`src/rtl/cu_if.sv`:
```
`default_nettype none
// ============================================================================
// Module   : cu_if
// Purpose  : CU instruction fetch stage. It owns the PC, issues one word read
//            per fetch, and hands Cu_IR/Cu_PC to CU_ID with a Fetch_ready pulse.
// Options  : CU_IF_MISALIGN_CHECK_EN makes a misaligned fetch PC fatal.
// Revision : 1.0
// ============================================================================
module cu_if #(
  parameter logic [31:0] RESET_PC    = 32'h0000_0000,
  parameter int unsigned MEM_TIMEOUT = 16,
  parameter logic [31:0] NOP_INSTR   = 32'h0000_0013
) (
  input  logic        soc_clk,
  input  logic        reset,
  input  logic        fetch_start,
  input  logic        pc_advance,
  input  logic [31:0] pc_increment,
  input  logic        pc_load,
  input  logic [31:0] pc_target,
  input  logic        IDU_stall,
  output logic        mem_rd_req,
  output logic [31:0] mem_addr,
  input  logic [31:0] mem_rd_data,
  input  logic        mem_rd_valid,
  output logic [31:0] Cu_IR,
  output logic [31:0] Cu_PC,
  output logic        Fetch_ready,
  output logic        fetch_busy,
  output logic        fetch_fault
);

  localparam int unsigned      CNT_W    = $clog2(MEM_TIMEOUT + 1);
  localparam logic [CNT_W-1:0] CNT_LAST = CNT_W'(MEM_TIMEOUT - 1);

`ifdef CU_IF_MISALIGN_CHECK_EN
  localparam bit CHECK_ALIGN = 1'b1;
`else
  localparam bit CHECK_ALIGN = 1'b0;
`endif

  typedef enum logic [2:0] {
    S_IDLE  = 3'd0,
    S_REQ   = 3'd1,
    S_WAIT  = 3'd2,
    S_HOLD  = 3'd3,
    S_FAULT = 3'd4
  } state_e;

  state_e           state_q;
  logic [31:0]      pc_q, pc_d;
  logic [31:0]      ir_q, cpc_q, addr_q;
  logic [CNT_W-1:0] tmo_q;
  logic             squash_q, req_q, ready_q, busy_q, fault_q;
  logic             misalign_d;

  // A redirect is honoured in every live state; a plain step only in IDLE.
  always_comb begin
    pc_d = pc_q;
    if (state_q != S_FAULT && pc_load)
      pc_d = pc_target;
    else if (state_q == S_IDLE && pc_advance)
      pc_d = pc_q + pc_increment;
  end

  assign misalign_d = CHECK_ALIGN && (pc_d[1:0] != 2'b00);

  always_ff @(posedge soc_clk) begin
    if (reset) begin
      state_q  <= S_IDLE;
      pc_q     <= RESET_PC;
      ir_q     <= NOP_INSTR;
      cpc_q    <= RESET_PC;
      addr_q   <= RESET_PC;
      tmo_q    <= '0;
      squash_q <= 1'b0;
      req_q    <= 1'b0;
      ready_q  <= 1'b0;
      busy_q   <= 1'b0;
      fault_q  <= 1'b0;
    end else begin
      req_q   <= 1'b0;
      ready_q <= 1'b0;
      pc_q    <= pc_d;
      case (state_q)
        S_IDLE: begin
          if (fetch_start) begin
            state_q <= S_REQ;
            busy_q  <= 1'b1;
            req_q   <= !misalign_d;
            addr_q  <= {pc_d[31:2], 2'b00};
          end
        end
        S_REQ: begin
          tmo_q <= '0;
          if (CHECK_ALIGN && (pc_q[1:0] != 2'b00)) begin
            state_q <= S_FAULT;
            fault_q <= 1'b1;
          end else begin
            // The request is already on the bus, so a redirect here squashes it.
            state_q  <= S_WAIT;
            squash_q <= pc_load;
          end
        end
        S_WAIT: begin
          if (mem_rd_valid) begin
            if (squash_q || pc_load) begin
              state_q  <= S_IDLE;
              busy_q   <= 1'b0;
              squash_q <= 1'b0;
            end else begin
              ir_q  <= mem_rd_data;
              cpc_q <= pc_q;
              if (!IDU_stall) begin
                ready_q <= 1'b1;
                state_q <= S_IDLE;
                busy_q  <= 1'b0;
              end else begin
                state_q <= S_HOLD;
              end
            end
          end else begin
            if (pc_load)
              squash_q <= 1'b1;
            if (tmo_q == CNT_LAST) begin
              state_q <= S_FAULT;
              fault_q <= 1'b1;
            end else begin
              tmo_q <= tmo_q + CNT_W'(1);
            end
          end
        end
        S_HOLD: begin
          if (pc_load) begin
            ir_q    <= NOP_INSTR;
            state_q <= S_IDLE;
            busy_q  <= 1'b0;
          end else if (!IDU_stall) begin
            ready_q <= 1'b1;
            state_q <= S_IDLE;
            busy_q  <= 1'b0;
          end
        end
        S_FAULT: begin
          state_q <= S_FAULT;
        end
        default: begin
          state_q <= S_FAULT;
          fault_q <= 1'b1;
        end
      endcase
    end
  end

  assign mem_rd_req  = req_q;
  assign mem_addr    = addr_q;
  assign Cu_IR       = ir_q;
  assign Cu_PC       = cpc_q;
  assign Fetch_ready = ready_q;
  assign fetch_busy  = busy_q;
  assign fetch_fault = fault_q;

endmodule
`default_nettype wire

```
`config.mk`:
```
export PLATFORM = sky130hd
export DESIGN_NAME = cu_if
export DESIGN_NICKNAME = d
export VERILOG_FILES = /design/src/rtl/cu_if.sv
export SDC_FILE = /design/constraint.sdc
export NUM_CORES = 1
export LEC_CHECK = 0
export CAP_MARGIN = 30
export CELL_PAD_IN_SITES_DETAIL_PLACEMENT = 0
export CELL_PAD_IN_SITES_GLOBAL_PLACEMENT = 2
export CORE_UTILIZATION = 27
export CTS_CLUSTER_SIZE = 16
export DETAILED_ROUTE_END_ITERATION = 8
export PLACE_DENSITY_LB_ADDON = 0.1
export SYNTH_ARGS = -nofsm -noshare
export SYNTH_HDL_FRONTEND = slang
export SYNTH_SLANG_ARGS = --single-unit
export TNS_END_PERCENT = 5
```
`constraint.sdc`:
```
create_clock -name soc_clk -period 3.6 [get_ports soc_clk]
set_input_delay 0.72 -clock soc_clk [delete_from_list [all_inputs] [get_ports soc_clk]]
set_output_delay 0.72 -clock soc_clk [all_outputs]
set_load 0.1 [all_outputs]
```
==> results, run 1 <==
- The run finished with clean final reports.
- The total power consumption of the routed design is 4.86 mW.
- In this run the number of H-tree levels came out at 4.
- The endpoint type of the worst setup path is a flop.
- Along the worst hold path, the cell count comes to 2.
- The category of the worst setup path launch point is an input pin.
- The post-detailed-route via-to-cell ratio is 4.76.
- The static leakage is 4.00 nW.
- The area of the mapped netlist is slightly below 7000 um^2.
- The fmax is 296 MHz.
- The total wire length after detailed routing is between 20 and 25 mm.
- The cell family with the largest share of critical-path delay is compound AO/OA/AOI/OAI gates.
- For this run, the total global-route usage over all layers was measured as between 10% and 20%.
- After synthesis, the netlist uses between 60 and 70 different library cells.
- Across the run, the number of max-cap violations was 0.
- The worst-case headroom to the max-slew limit is 31.4%.
- The synthesized area per cell is between 7 and 8 um^2.
- The fraction of registers with async set or reset after synthesis is 0%.
- The number of placed instances, taps included is about 1400.
- In the final routed layout, each cell accounts on average for between 15 and 20 um.
- In this run the worst path has a maximum fanout of 2.
- Setup violations remaining at the end of the flow were counted as 0.
- In the synthesized netlist, the number of instances is between 800 and 900.
- The post-CTS clock slew at the launch and capture registers of the worst setup and hold paths is around 0.070 ns.
- For this design the ratio of total power to cell area is 467 nW/um^2.
- The worst-case IR drop observed on VDD is 0.290 mV.
- The required time of the critical path is roughly 3.9 ns.
- For this run, the leading register cell type out of synthesis is sky130_fd_sc_hd__dfxtp_1.
- The fraction of layout instances using a drive strength above 1 is between 10 and 15%.
- The setup slack on the worst flop-to-flop path is around 0.51 ns.
- The clock sink count is between 100 and 150.
- The die is between 150 and 200 um tall.
- Counting flops with a built-in enable in the synthesized netlist gives 0.
- Among all stages on the critical path, the largest delay is contributed by sky130_fd_sc_hd__clkdlybuf4s50_1.
- The number of antenna diodes in the final layout is 0.
- Setup repair after global routing left no endpoint under its margin.
- The wire length of the first global-routing pass is about 38 mm.
- The initial DRC count is 293.
- Before antenna repair, the detailed router went through 5 iterations.
- The number of logic stages on the critical path including buffering is 14.
- The final critical path time including I/O delays and setup is 3.37 ns.
- Leaving out fill and tap cells, the most frequent cell in the layout is sky130_fd_sc_hd__clkdlybuf4s50_1.
- The synthesized design contains 139 register bits.
- The cell row count is 58.
- TritonCTS built the clock tree.
- The worst-case clock skew is between 0.01 and 0.015 ns.
- The buffer type at the clock tree root is sky130_fd_sc_hd__clkbuf_16.
- The final hold violation count is 0.
- Counting along the longest clock path gives a buffer depth of 2.
- 203 I/O pins were placed.
- The class of the worst hold path is flop to flop.
- Prior to clock tree synthesis, the placed netlist has a worst setup slack of -0.447 ns.
- The global-route congestion overflow total is 0.
- From synthesis to final layout, the design area changed by 50.5%.
- The region available for standard cell placement spans between 20000 and 30000 um^2.
- The pin count of the biggest net entering global routing is 88.
- The total count of max-transition violations in the final report was 0.
- The number of buffers inserted by hold repair at cts is 0.
- Data on the critical path arrives at its endpoint at roughly 3.7 ns.
- The number of global-route vias before repair is approximately 6800.
- The initial antenna violation count is 0.
- For this run, the number of Yosys warnings is 0.
- The critical path start-end classification is input pin to flop.
- The pin slew with the least headroom to its limit is roughly 1.0 ns.
- The width of the die is ~160 um.
- The net count of the finished layout is 1247.
- Detailed placement finished with a half-perimeter wire length of 17.9 mm.
- Input and output buffers added on the ports amount to 200.
- Summing the sequential cell areas from Yosys gives 40.2% of the chip area.
- The routability congestion estimate from global placement is 0.810.
- The remaining antenna violation count after routing is 0.
- Leaving out fill and tap cells, the most frequent cells in the layout are sky130_fd_sc_hd__clkdlybuf4s50_1, sky130_fd_sc_hd__dfxtp_1, sky130_fd_sc_hd__nand2_1, sky130_fd_sc_hd__nor2_1, sky130_fd_sc_hd__a21oi_1.
- The post-route clock period utilization is approximately 94%.
- The number of buffers inserted during clock tree synthesis is 17.
- The longest individual stage delay on the worst path is ~0.43 ns.
- The effective utilization at floorplan is ~27%.
- The post-layout worst setup margin is around 0.23 ns.
- Measured in cells, the most critical reg-to-reg path has a length of 14.
- The full die area is ~26000 um^2.
- The clock latency at the later pin of the worst-skew pair is ~0.43 ns.
- In the routed design, unresolved DRC markers number 0.
- Walking the worst path, the cells encountered are clkdlybuf4s50_1, ha_1, a21oi_1, o21ai_1, a31o_1, a221oi_2, o31ai_2, buf_4, buf_4, a2111oi_1, nor2_1, a221oi_2, or3_1, a21oi_1.
- The total via count in the routed design is approximately 6900.
- The number of buffer and inverter stages on the critical path is 3.
- Leaving out filler cells and counting taps, the final layout contains roughly 1500.
-- path summary, 6_finish.rpt --
check,start,end
setup / recovery,pc_increment[15],mem_addr[26]
hold / removal,Cu_PC[2],Cu_PC[2]
setup reg to reg,pc_q[0],mem_addr[30]
hold reg to reg,Cu_PC[2],Cu_PC[2]
-- worst register-to-register path: stages (launching register included) --
cell	delay, ns
sky130_fd_sc_hd__dfxtp_1	0.36
sky130_fd_sc_hd__ha_2	0.21
sky130_fd_sc_hd__inv_2	0.04
sky130_fd_sc_hd__fa_2	0.34
sky130_fd_sc_hd__and2b_1	0.24
sky130_fd_sc_hd__o2111ai_2	0.17
sky130_fd_sc_hd__a21oi_2	0.25
sky130_fd_sc_hd__o211ai_4	0.14
sky130_fd_sc_hd__o31ai_2	0.20
sky130_fd_sc_hd__buf_4	0.15
sky130_fd_sc_hd__a221oi_2	0.07
sky130_fd_sc_hd__nor4b_2	0.30
sky130_fd_sc_hd__nor4_1	0.09
sky130_fd_sc_hd__or3_1	0.35
sky130_fd_sc_hd__a21oi_2	0.13
-- layout make-up --
type                       count  area (um^2)
timing repair buffer         280         2620
fill                        2614        14800
clock inverter                15          200
tap                          330          413
multi-input combinational    660         3930
inverter                      12         45.0
clock buffer                  17          425
sequential                   139         2780
-- metal layers --
layer	global-route usage, %	vias to the layer above	wire (um)
met5	0	-	0
met4	5.10	0	252
met3	3.98	15	1130
met2	31.3	150	11500
met1	24.5	3206	11400
li1	-	3551	-
-- logic make-up after synthesis --
logic type	count (synthesis)	share of synthesized area [%]
simple gates	331	21.1
xor+xnor	27	3.42
compound gates	262	24.4
flops	139	40.2
fa+ha+maj	34	6.26
other cells	1	0.0542
buf+inv	69	3.98
mux	4	0.579
-- cell usage after synthesis (8+ instances only) --
cell | n | area, um^2
sky130_fd_sc_hd__dfxtp_1 | 139 | 2780
sky130_fd_sc_hd__nand2_1 | 131 | 492
sky130_fd_sc_hd__nor2_1 | 115 | 432
sky130_fd_sc_hd__a21oi_1 | 92 | 460
sky130_fd_sc_hd__clkbuf_1 | 52 | 195
sky130_fd_sc_hd__o21ai_0 | 36 | 180
sky130_fd_sc_hd__ha_1 | 33 | 413
sky130_fd_sc_hd__a22oi_1 | 30 | 225
sky130_fd_sc_hd__o211ai_1 | 20 | 150
sky130_fd_sc_hd__nand2b_1 | 15 | 93.8
sky130_fd_sc_hd__a21o_1 | 14 | 105
sky130_fd_sc_hd__xor2_1 | 14 | 123
sky130_fd_sc_hd__xnor2_1 | 13 | 114
sky130_fd_sc_hd__inv_1 | 12 | 45.0
sky130_fd_sc_hd__nor3_1 | 11 | 55.1
sky130_fd_sc_hd__a211oi_1 | 9 | 67.6
sky130_fd_sc_hd__and3_1 | 8 | 50.1
sky130_fd_sc_hd__nand3_1 | 8 | 40.0
sky130_fd_sc_hd__or3_1 | 8 | 50.1
-- repair_timing --
item,CTS,global route
setup buffers,0,2
endpoints found under the hold margin,0,0
setup endpoints to repair,1,6
pin swaps,1,9
gates resized for setup,0,10
-- per-stage QoR --
stage                     hold WS [ns]  util, %  TNS, ns  cell area (um^2)
final                            0.453     41.4        0             10400
after detailed placement         0.446     38.7    -4.74              9740
after CTS                        0.456     41.1        0             10400
after global routing             0.472     41.4        0             10400
after global placement           0.443     38.7    -4.01              9740
after floorplan                  0.440        -        0              6920
-- report_power, final --
group	leakage (nW)	total (mW)	internal (mW)	switching (mW)
logic	2.56	1.29	0.508	0.781
clock network	0.304	1.90	1.06	0.834
registers	1.13	1.67	1.61	0.0606
-- state kept, by name (all words and copies together), names as in the netlist, 3 cells and up --
| signal | cells |
|---|---|
| Cu_IR | 32 |
| Cu_PC | 32 |
| mem_addr | 30 |
| pc_q | 32 |
| state_q | 3 |
| tmo_q | 5 |
Power figures use the tool's default switching activity.
==> run 2, diff against run 1 <==
CORE_MARGIN = 10   (was default)
SLEW_MARGIN = 25   (was default)
==> run 2 against run 1 <==
  * Global-route usage down 2.9 points
  * Flip-flop and latch count unchanged
  * Clock-buffer cell count unchanged
  * Fmax down 3.1%
  * Setup slack worse by 0.11 ns
  * Design area down 0.83%
  * First-iteration DRC count up 52%
  * Sequential power about the same
  * Utilization down 0.34 points
  * Final cell count down 0.69%
  * Wire length up 8.0%
  * Clock power down 5%
  * Critical path type unchanged
  * Largest cell class unchanged
  * Largest power group unchanged
==> results, run 2 (synthesized netlist as in run 1, its figures left out) <==
- The library cells used most frequently in the layout, excluding fill and tap cells, are sky130_fd_sc_hd__clkdlybuf4s50_1, sky130_fd_sc_hd__dfxtp_1, sky130_fd_sc_hd__nand2_1, sky130_fd_sc_hd__nor2_1, sky130_fd_sc_hd__a21oi_1.
- The worst endpoint data arrival time is about 3.8 ns.
- The tool flagged a number of max-cap violations equal to 0.
- The post-route clock period utilization is between 90% and 100%.
- The number of cells traversed by the worst register-to-register path is 14.
- The chip height is 180 um.
- Setup violations remaining at the end of the flow were counted as 0.
- The fraction of layout instances using a drive strength above 1 is between 10% and 20%.
- In this run the critical register-to-register path is launched from pc_q[0].
- For this block, the routed nets add up to roughly 26 mm of wire.
- The final hold violation count is 0.
- The endpoint type of the worst setup path is a flop.
- The critical path contains buffers and inverters numbering 3 combined.
- In this run the remaining antenna-violating nets after routing total 0.
- The initial DRC count is roughly 440.
- The static leakage is about 4 nW.
- The fmax is 287 MHz.
- The number of buffers inserted during clock tree synthesis is 17.
- The critical path is of the input pin to flop type.
- For flop-to-flop paths, the worst setup slack is 0.51 ns.
- The number of hold buffers added after CTS was 0.
- The global-route total usage across every layer is 15.9%.
- Clock-pin slew was measured on the worst setup and hold paths at about 0.07 ns.
- The total via count in the routed design is between 6000 and 7000.
- In this run the deepest clock path goes through 2 buffers.
- The first TritonRoute pass finished after 5 iterations.
- Entering global routing, the biggest net connects 53 pins.
- Timing analysis after detailed placement gives a worst setup slack of -0.406 ns.
- The reg-to-reg critical path endpoint is mem_addr[30].
- Counting I/O delays and the setup requirement, the final critical path takes approximately 3.5 ns.
- The area of the multi-input gates is slightly below 4000 um^2.
- The full die area is approximately 32000 um^2.
- The area taken by flip-flops and latches is 2780 um^2.
- The post-cts repair resize count is 0.
- TritonCTS built the clock tree.
- Measured along the x axis, the die boundary spans ~180 um.
- During placement, the flow inserted port buffers numbering 200.
- The worst setup path is launched from an input pin.
- The flow ran to the end, and the final reports show no timing, DRC or antenna violations.
- Leaving out fill and tap cells, the most frequent cell in the layout is sky130_fd_sc_hd__clkdlybuf4s50_1.
- Along the worst path, the maximum fanout reaches 3.
- After filler insertion, the fill cell instance count of the layout stands at 2569.
- The longest individual stage delay on the worst path is roughly 0.46 ns.
- The cell row count is 58.
- The HPWL after detailed placement is roughly 20 mm.
- The number of global-route vias before repair came to slightly above 7000.
- The area added between synthesis and finish is 49.3%.
- The initial antenna violation count came to 1.
- The clock net in this run drives a total of 139 sinks.
- The H-tree generated during clock tree synthesis spans 4 levels.
- The number of buffers added for setup after CTS is 0.
- The post-layout worst setup margin is roughly 0.12 ns.
- The global-route congestion overflow total is 0.
- The areal power density over the cells is 460 nW/um^2.
- The clock latency at the later pin of the worst-skew pair is between 0.4 and 0.5 ns.
- The termination of the worst setup path is mem_addr[30].
- Setup repair after global routing could not meet its margin everywhere.
- The worst-case clock skew is slightly below 0.01 ns.
- The wire length of the first global-routing pass is between 40 and 50 mm.
- The worst supply voltage drop on vdd is between 0.2 and 0.25 mV.
- The tightest min-delay check is of the flop to flop type.
- The pin slew with the least headroom to its limit is approximately 1 ns.
- Routability-driven placement finished with a final weighted congestion of roughly 0.85.
- The number of logic stages on the critical path including buffering is 15.
- The I/O pin count is roughly 200.
- The floorplan step defined a core boundary enclosing 25200 um^2.
- The worst-case headroom to the max-slew limit is 31.9%.
- The total count of max-transition violations in the final report is 0.
- The utilization after layout is 41.0%.
- The critical path goes through clkdlybuf4s50_1, ha_1, inv_1, fa_1, and2b_2, o2111ai_2, a21oi_2, o211ai_2, o31ai_2, buf_4, a221oi_2, nor4b_2, nor4_2, or3_1, a21oi_1.
- The worst hold path was traced through 2 stages.
- For the worst setup path, the data required time is 3.96 ns.
- The final layout contains ~1200 nets.
- The residual DRC count is 0.
- The effective utilization at floorplan is roughly 27%.
- The mean routed wirelength per cell is between 15 and 20 um.
- The critical-path cell with the highest stage delay is sky130_fd_sc_hd__clkdlybuf4s50_1.
- The cell family with the largest share of critical-path delay is simple AND/OR/NAND/NOR gates.
- The post-detailed-route via-to-cell ratio is 4.75.
- Clock tree synthesis selected as its root buffer the cell sky130_fd_sc_hd__clkbuf_16.
- The source of the critical timing path is pc_increment[0].
==> run 2: cell types whose count changed in the layout (fill, tap and decap cells not counted), sizes merged <==
cell	previous run	this run
inv	20	21
clkinv	4	5
buf	83	71
clkdlybuf4s50	196	197
dlymetal6s2s	1	0
diode	0	2
bufinv	2	0
==> run 2: tightest hold or removal path, cell delays in order (launching register included) <==
cell	delay (ns)
sky130_fd_sc_hd__dfxtp_1	0.31
sky130_fd_sc_hd__nand2_1	0.05
sky130_fd_sc_hd__a21oi_1	0.05
==> run 2: worst min-delay path by stage <==
stage / from / endpoint
after CTS: Cu_PC[3] / Cu_PC[3]
after floorplan: pc_q[31] / Cu_PC[31]
final: Cu_PC[3] / Cu_PC[3]
after global routing: Cu_PC[26] / Cu_PC[26]
after global placement: mem_addr[19] / mem_addr[19]
after detailed placement: Cu_PC[3] / Cu_PC[3]
==> run 2: layout make-up <==
type,instances,share of cell area (%)
Multi-Input combinational cell,660,38.0
Sequential cell,139,26.9
Timing Repair Buffer,268,24.8
Clock buffer,17,4.12
Tap cell,330,4.00
Clock inverter,15,1.70
Inverter,12,0.436
Antenna cell,2,0.0484
==> run 2: metrics by stage <==
stage / power (mW) / area, um^2 / std cells / hold WS (ns) / TNS (ns)
after floorplan: 2.50 / 6920 / 868 / 0.440 / 0
after global placement: 3.00 / 9670 / 1408 / 0.443 / -3.18
after detailed placement: 2.99 / 9690 / 1409 / 0.446 / -4.46
after CTS: 4.82 / 10300 / 1441 / 0.455 / 0
after global routing: 4.99 / 10300 / 1441 / 0.473 / -0.0938
final: 4.75 / 10300 / 1443 / 0.455 / 0
==> run 2: report_power, final <==
group | internal, mW | total [mW] | switching [mW]
clock | 0.941 | 1.80 | 0.857
combinational | 0.499 | 1.28 | 0.785
sequential | 1.61 | 1.67 | 0.0597
total | 3.05 | 4.75 | 1.70
==> run 2: routing by layer <==
| layer | part of all wire, % | global-route usage [%] | vias up |
|---|---|---|---|
| li1 | - | - | 3536 |
| met1 | 48 | 20.5 | 3166 |
| met2 | 45 | 25.4 | 140 |
| met3 | 6.0 | 5.04 | 9 |
| met4 | 0.59 | 3.15 | 0 |
| met5 | 0 | 0 | - |
==> run 3, diff against run 2 <==
CTS_CLUSTER_DIAMETER = 30   (was default)
==> results of run 3 <==
No change in the layout: final DEF, timing and power equal those of run 2.
